$ cat src/rtl/md_issue_ctrl.sv
// md_issue_ctrl
// Pipeline-side initiator for the HI/LO multiply/divide unit. Accepts
// mult/multu/div/divu and mthi/mtlo requests from the E stage, drives the
// unit's start/op/D1/D2/flush inputs, tracks the unit's Busy handshake,
// stalls the pipeline on HI/LO hazards and returns HI/LO for mfhi/mflo.
// Divides by zero are suppressed (reported on div_zero), and a watchdog
// aborts an operation whose Busy never falls.
//
// Handshake: the unit samples md_start/md_op/md_d1/md_d2 at the rising edge
// of the cycle in which they are driven. md_start is a single-cycle strobe.
// The unit answers with md_busy=1 from the next cycle until its result is in
// HI/LO. A move-to is md_op=101/110 with md_start=0 and is written at that
// same edge.
//
// Ports:
//   clk, reset (async, active-low)     clock / reset
//   flush                              pipeline exception flush
//   req_valid, req_op, req_rs, req_rt  E-stage request
//   rd_hi, rd_lo                       E-stage mfhi / mflo
//   md_busy, md_hi, md_lo              from the unit
//   md_start, md_op, md_d1, md_d2      to the unit
//   md_flush                           abort to the unit
//   stall                              freeze F/D/E
//   rdata                              mfhi/mflo result (valid when !stall)
//   div_zero                           1-cycle pulse on a suppressed divide
//   err                                sticky protocol/watchdog error
//   last_lat                           busy RUN cycles of last completed op
//   dbg_state                          FSM state (0 IDLE, 1 ISSUED, 2 RUN)
module md_issue_ctrl #(
    parameter int TIMEOUT = 32,
    parameter int CNT_W   = 8
) (
    input  logic             clk,
    input  logic             reset,
    input  logic             flush,
    input  logic             req_valid,
    input  logic [2:0]       req_op,
    input  logic [31:0]      req_rs,
    input  logic [31:0]      req_rt,
    input  logic             rd_hi,
    input  logic             rd_lo,
    input  logic             md_busy,
    input  logic [31:0]      md_hi,
    input  logic [31:0]      md_lo,
    output logic             md_start,
    output logic [2:0]       md_op,
    output logic [31:0]      md_d1,
    output logic [31:0]      md_d2,
    output logic             md_flush,
    output logic             stall,
    output logic [31:0]      rdata,
    output logic             div_zero,
    output logic             err,
    output logic [CNT_W-1:0] last_lat,
    output logic [1:0]       dbg_state
);

    typedef enum logic [1:0] {
        S_IDLE   = 2'd0,
        S_ISSUED = 2'd1,
        S_RUN    = 2'd2
    } state_t;

    localparam logic [2:0] OP_NONE  = 3'b000;
    localparam logic [2:0] OP_MULTU = 3'b001;
    localparam logic [2:0] OP_DIVU  = 3'b011;
    localparam logic [2:0] OP_DIV   = 3'b100;
    localparam logic [2:0] OP_MTHI  = 3'b101;
    localparam logic [2:0] OP_MTLO  = 3'b110;

    localparam logic [CNT_W-1:0] CNT_LAST = CNT_W'(TIMEOUT - 1);
    localparam logic [CNT_W-1:0] CNT_MAX  = '1;

    state_t           state, state_d;
    logic [CNT_W-1:0] cnt;
    logic             div_zero_q;
    logic             err_set;
    logic             lat_load;

    logic md_req, div0, mv_req, unit_free, issue, mv_go, watchdog;

    // Request decode. A divide by zero never reaches the unit: it retires
    // immediately without stalling, leaving HI/LO untouched.
    always_comb begin
        md_req    = req_valid && (req_op >= OP_MULTU) && (req_op <= OP_DIV);
        div0      = md_req && ((req_op == OP_DIVU) || (req_op == OP_DIV))
                    && (req_rt == 32'd0);
        mv_req    = req_valid && ((req_op == OP_MTHI) || (req_op == OP_MTLO));
        unit_free = (state == S_IDLE) && !md_busy;
        // reset gating keeps every request-driven output at 0 while reset
        // is held, independent of the clock.
        issue     = reset && md_req && unit_free && !flush && !div0;
        mv_go     = reset && mv_req && unit_free && !flush;
        watchdog  = (state == S_RUN) && md_busy && (cnt == CNT_LAST) && !flush;
    end

    // Next state
    always_comb begin
        state_d  = state;
        err_set  = 1'b0;
        lat_load = 1'b0;
        case (state)
            S_IDLE: begin
                if (issue) state_d = S_ISSUED;
            end
            S_ISSUED: begin
                if (flush) begin
                    state_d = S_IDLE;
                end else begin
                    state_d = S_RUN;
                    // The unit must raise Busy the cycle after a start.
                    if (!md_busy) err_set = 1'b1;
                end
            end
            S_RUN: begin
                if (flush) begin
                    state_d = S_IDLE;
                end else if (!md_busy) begin
                    state_d  = S_IDLE;
                    lat_load = 1'b1;
                end else if (cnt == CNT_LAST) begin
                    state_d = S_IDLE;
                    err_set = 1'b1;
                end
            end
            default: state_d = S_IDLE;
        endcase
    end

    // Outputs
    always_comb begin
        md_start  = issue;
        md_op     = (issue || mv_go) ? req_op : OP_NONE;
        md_d1     = (issue || mv_go) ? req_rs : 32'd0;
        md_d2     = issue ? req_rt : 32'd0;
        md_flush  = !reset || flush || watchdog;
        stall     = reset && ((md_req && !div0) || mv_req || rd_hi || rd_lo)
                    && ((state != S_IDLE) || md_busy) && !flush;
        if (!reset)     rdata = 32'd0;
        else if (rd_hi) rdata = md_hi;
        else if (rd_lo) rdata = md_lo;
        else            rdata = 32'd0;
        div_zero  = div_zero_q;
        dbg_state = state;
    end

    always_ff @(posedge clk or negedge reset) begin
        if (!reset) begin
            state      <= S_IDLE;
            cnt        <= '0;
            last_lat   <= '0;
            err        <= 1'b0;
            div_zero_q <= 1'b0;
        end else begin
            state      <= state_d;
            div_zero_q <= div0 && !flush;
            if (err_set) err <= 1'b1;
            if (lat_load) last_lat <= cnt;
            // cnt counts RUN cycles with Busy still high; it rests at 0
            // whenever the FSM is not going to be in RUN.
            if (state_d != S_RUN) begin
                cnt <= '0;
            end else if ((state == S_RUN) && (cnt != CNT_MAX)) begin
                cnt <= cnt + 1'b1;
            end
        end
    end

endmodule

$ cat config.mk
export PLATFORM = sky130hd
export DESIGN_NAME = md_issue_ctrl
export DESIGN_NICKNAME = d
export VERILOG_FILES = /design/src/rtl/md_issue_ctrl.sv
export SDC_FILE = /design/constraint.sdc
export NUM_CORES = 1
export LEC_CHECK = 0
export ABC_AREA = 1
export BUFFER_PORTS_ARGS = -buffer_cell sky130_fd_sc_hd__clkbuf_2
export CORE_AREA = 2 2 97 99
export CTS_CLUSTER_SIZE = 30
export DETAILED_ROUTE_END_ITERATION = 10
export DIE_AREA = 0 0 99 101
export GPL_TIMING_DRIVEN = 0
export HOLD_SLACK_MARGIN = 0.06
export PLACE_DENSITY = 0.64
export SYNTH_ARGS = -nofsm -noshare
export SYNTH_HDL_FRONTEND = slang
export SYNTH_SLANG_ARGS = --single-unit
$ cat constraint.sdc
create_clock -name clk -period 3.89 [get_ports clk]
set_input_delay 0.5835 -clock clk [delete_from_list [all_inputs] [get_ports clk]]
set_output_delay 0.5835 -clock clk [all_outputs]
set_load 0.05 [all_outputs]
==> qor.csv <==
metric;value;unit
status;completed;
Multi-input gate area;1360;µm²
Critical Path Fanout Max;22;
Pins Over Slew Limit;0;
Clock Latency Late Sink;0.25;ns
Leakage;2.41;nW
Routed WL;8.79;mm
Routability Congestion;0.841;
Post-synth EDFFs;0;
Nets;812;
Crit Path Class;input port to output port;
crit end category;output port;
antenna violations before repair;0;
CP required;3.31;ns
Die Wd;99;µm
Peak VDD IR;0.000204;V
slew of the pin with the lowest slew margin;0.554;ns
MaxCap Viol Count;0;
part of the cycle the worst path needs;0.770;
Synth Flop Type;dfrtp_1;
First-pass DRT Iterations;4;
Post-Layout Inst Area;3710;µm²
Starting Density;0.254;
first-pass GRT wire length;12.9;mm
fill count;975;
Reg2Reg Depth;11;
Area growth syn-to-layout;62.9;%
via count;3329;
setup bufs post-CTS;0;
DRT iter0 DRCs;76;
Worst Setup Start Kind;input port;
clock root cell;clkbuf_8;
TritonCTS clock tree;done;
Syn Inst Count;414;
die footprint;10000;µm²
Inserted Diodes;0;
CP arrival;2.41;ns
Port Buffers;250;
min-delay worst type;input port to asynchronous set/reset pin;
overall routing resource usage;0.153;
Yosys warnings;0;
CTS Sinks;20;
Overflow after GRT;0;
CTS Buf Count;3;
unrepaired setup endpoints after global routing;no;
syn avg cell area;5.50;µm²
FMAX;0.334;GHz
CTS Buffer Depth;2;
Hold Violations, Final;0;
core area;8980;µm²
Synth cell types;25;
Seq. cell area;500;µm²
share of layout cells above drive strength 1;0.429;
clock transition at the registers of the reported paths;0.07;ns
setup TNS;0;ns
Seq/Total Area, Yosys;0.220;
Yosys reg bits;20;
Final Critical Period;2.99;ns
Final Setup Violations;0;
flop2flop setup slack;1.93;ns
placed instance area;3670;µm²
hold buffers post-CTS;0;
Worst Skew;0.00390;ns
synthesized area;2280;µm²
WL/cell;11.3;µm
pin count of the biggest net entering global routing;23;
P per Cell Area;247;nW/µm²
Max transition margin;0.630;
Detail Route Antenna Nets;0;
DR vias/cell;4.28;
reg2reg start;dbg_state[0];
syn_nets;557;
vias in the first global route;2747;
die height;101;µm
I/O pin cnt;252;
post-DP HPWL;7.65;mm
row count;35;
FFs w/ async S/R, synth;1.00;
PostCTS Resize Cnt;0;
CTS H-tree depth;1;
DRC;0;
RR Endpoint;cnt[5];
[layout by cell type (no fill, tap or decap), types with 2 or more instances in the layout]
cell type	instances
clkbuf_2	250
nor2_1	100
nand2_1	96
inv_1	86
a21oi_1	34
dfrtp_1	20
clkbuf_1	11
nor2_2	9
o21ai_0	9
nand3_1	8
nand2_2	6
mux2_2	5
ha_1	5
xor2_1	4
nand4_1	3
buf_2	3
buf_6	3
clkbuf_8	3
nand3_4	2
or2_2	2
nor3_1	2
[worst max-delay path: stages]
cell      delay, ns
clkbuf_2       0.44
clkinv_1       0.35
nor2_1         0.27
nand3_4        0.17
buf_6          0.19
nor2_1         0.11
clkbuf_2       0.29
[cells in the mapped netlist, types with 3 or more instances]
master | n | area (µm²)
buf_6 | 3 | 33.8
nor2_1 | 100 | 375
nor2_2 | 9 | 56.3
dfrtp_1 | 20 | 500
buf_2 | 3 | 15.0
mux2_2 | 5 | 56.3
nand2_2 | 6 | 37.5
nand4_1 | 3 | 18.8
inv_1 | 86 | 323
xor2_1 | 4 | 35.0
nand2_1 | 96 | 360
clkbuf_1 | 11 | 41.3
ha_1 | 5 | 62.6
a21oi_1 | 34 | 170
o21ai_0 | 9 | 45.0
nand3_1 | 8 | 40.0
[routing by layer]
layer  track usage  part of all wire  up-vias
li1              -                 -     1724
met1         0.200              0.41     1476
met2         0.274              0.51      124
met3        0.0243             0.073        5
met4        0.0211            0.0043        0
met5             0                 0        -
[state kept, by name, indices dropped and copies added (netlist names)]
register,cells
last_lat,8
div_zero,1
err,1
dbg_state,2
cnt,8
[area by class of cell]
| class | instances | area share |
|---|---|---|
| sequential | 20 | 0.135 |
| multi-input combinational | 290 | 0.367 |
| buffer | 17 | 0.0243 |
| tap | 111 | 0.0375 |
| inverter | 87 | 0.0881 |
| timing repair buffer | 250 | 0.337 |
| clock buffer | 3 | 0.0111 |
[through the flow]
| step | power (mW) | util | hold slack [ns] | setup slack [ns] | std cells |
|---|---|---|---|---|---|
| global route | 0.985 | 0.413 | 0.338 | 0.603 | 778 |
| global placement | 0.782 | 0.408 | 0.473 | 0.816 | 775 |
| CTS | 0.927 | 0.413 | 0.319 | 0.787 | 778 |
| detailed placement | 0.792 | 0.408 | 0.463 | 0.780 | 775 |
| floorplan | 0.618 | - | 0.288 | 0.907 | 414 |
| finish | 0.916 | 0.413 | 0.305 | 0.896 | 778 |
[report_power, final]
part | internal, mW | total [mW] | switching, mW
registers | 0.220 | 0.235 | 0.0152
logic | 0.158 | 0.549 | 0.391
clock network | 0.0689 | 0.132 | 0.0631
total | 0.447 | 0.916 | 0.469
[cells by family after synthesis]
group	Yosys count	share of synthesized area
simple gates	230	0.423
buf+inv	104	0.183
compound gates	45	0.102
flops	20	0.220
xor+xnor	5	0.0192
mux	5	0.0247
fa+ha+maj	5	0.0275
[how the worst max path moves through the flow]
stage | cells after the start | end | from | slack (ns)
after floorplan | 9 | md_d2[22] | dbg_state[0] | 0.91
after global placement | 7 | md_d1[14] | reset | 0.82
after detailed placement | 7 | md_d1[14] | reset | 0.78
after CTS | 7 | md_d1[14] | reset | 0.79
after global routing | 7 | md_d1[5] | reset | 0.60
final | 7 | md_d1[4] | reset | 0.90
No activity file was read; power rests on OpenSTA's default activity.
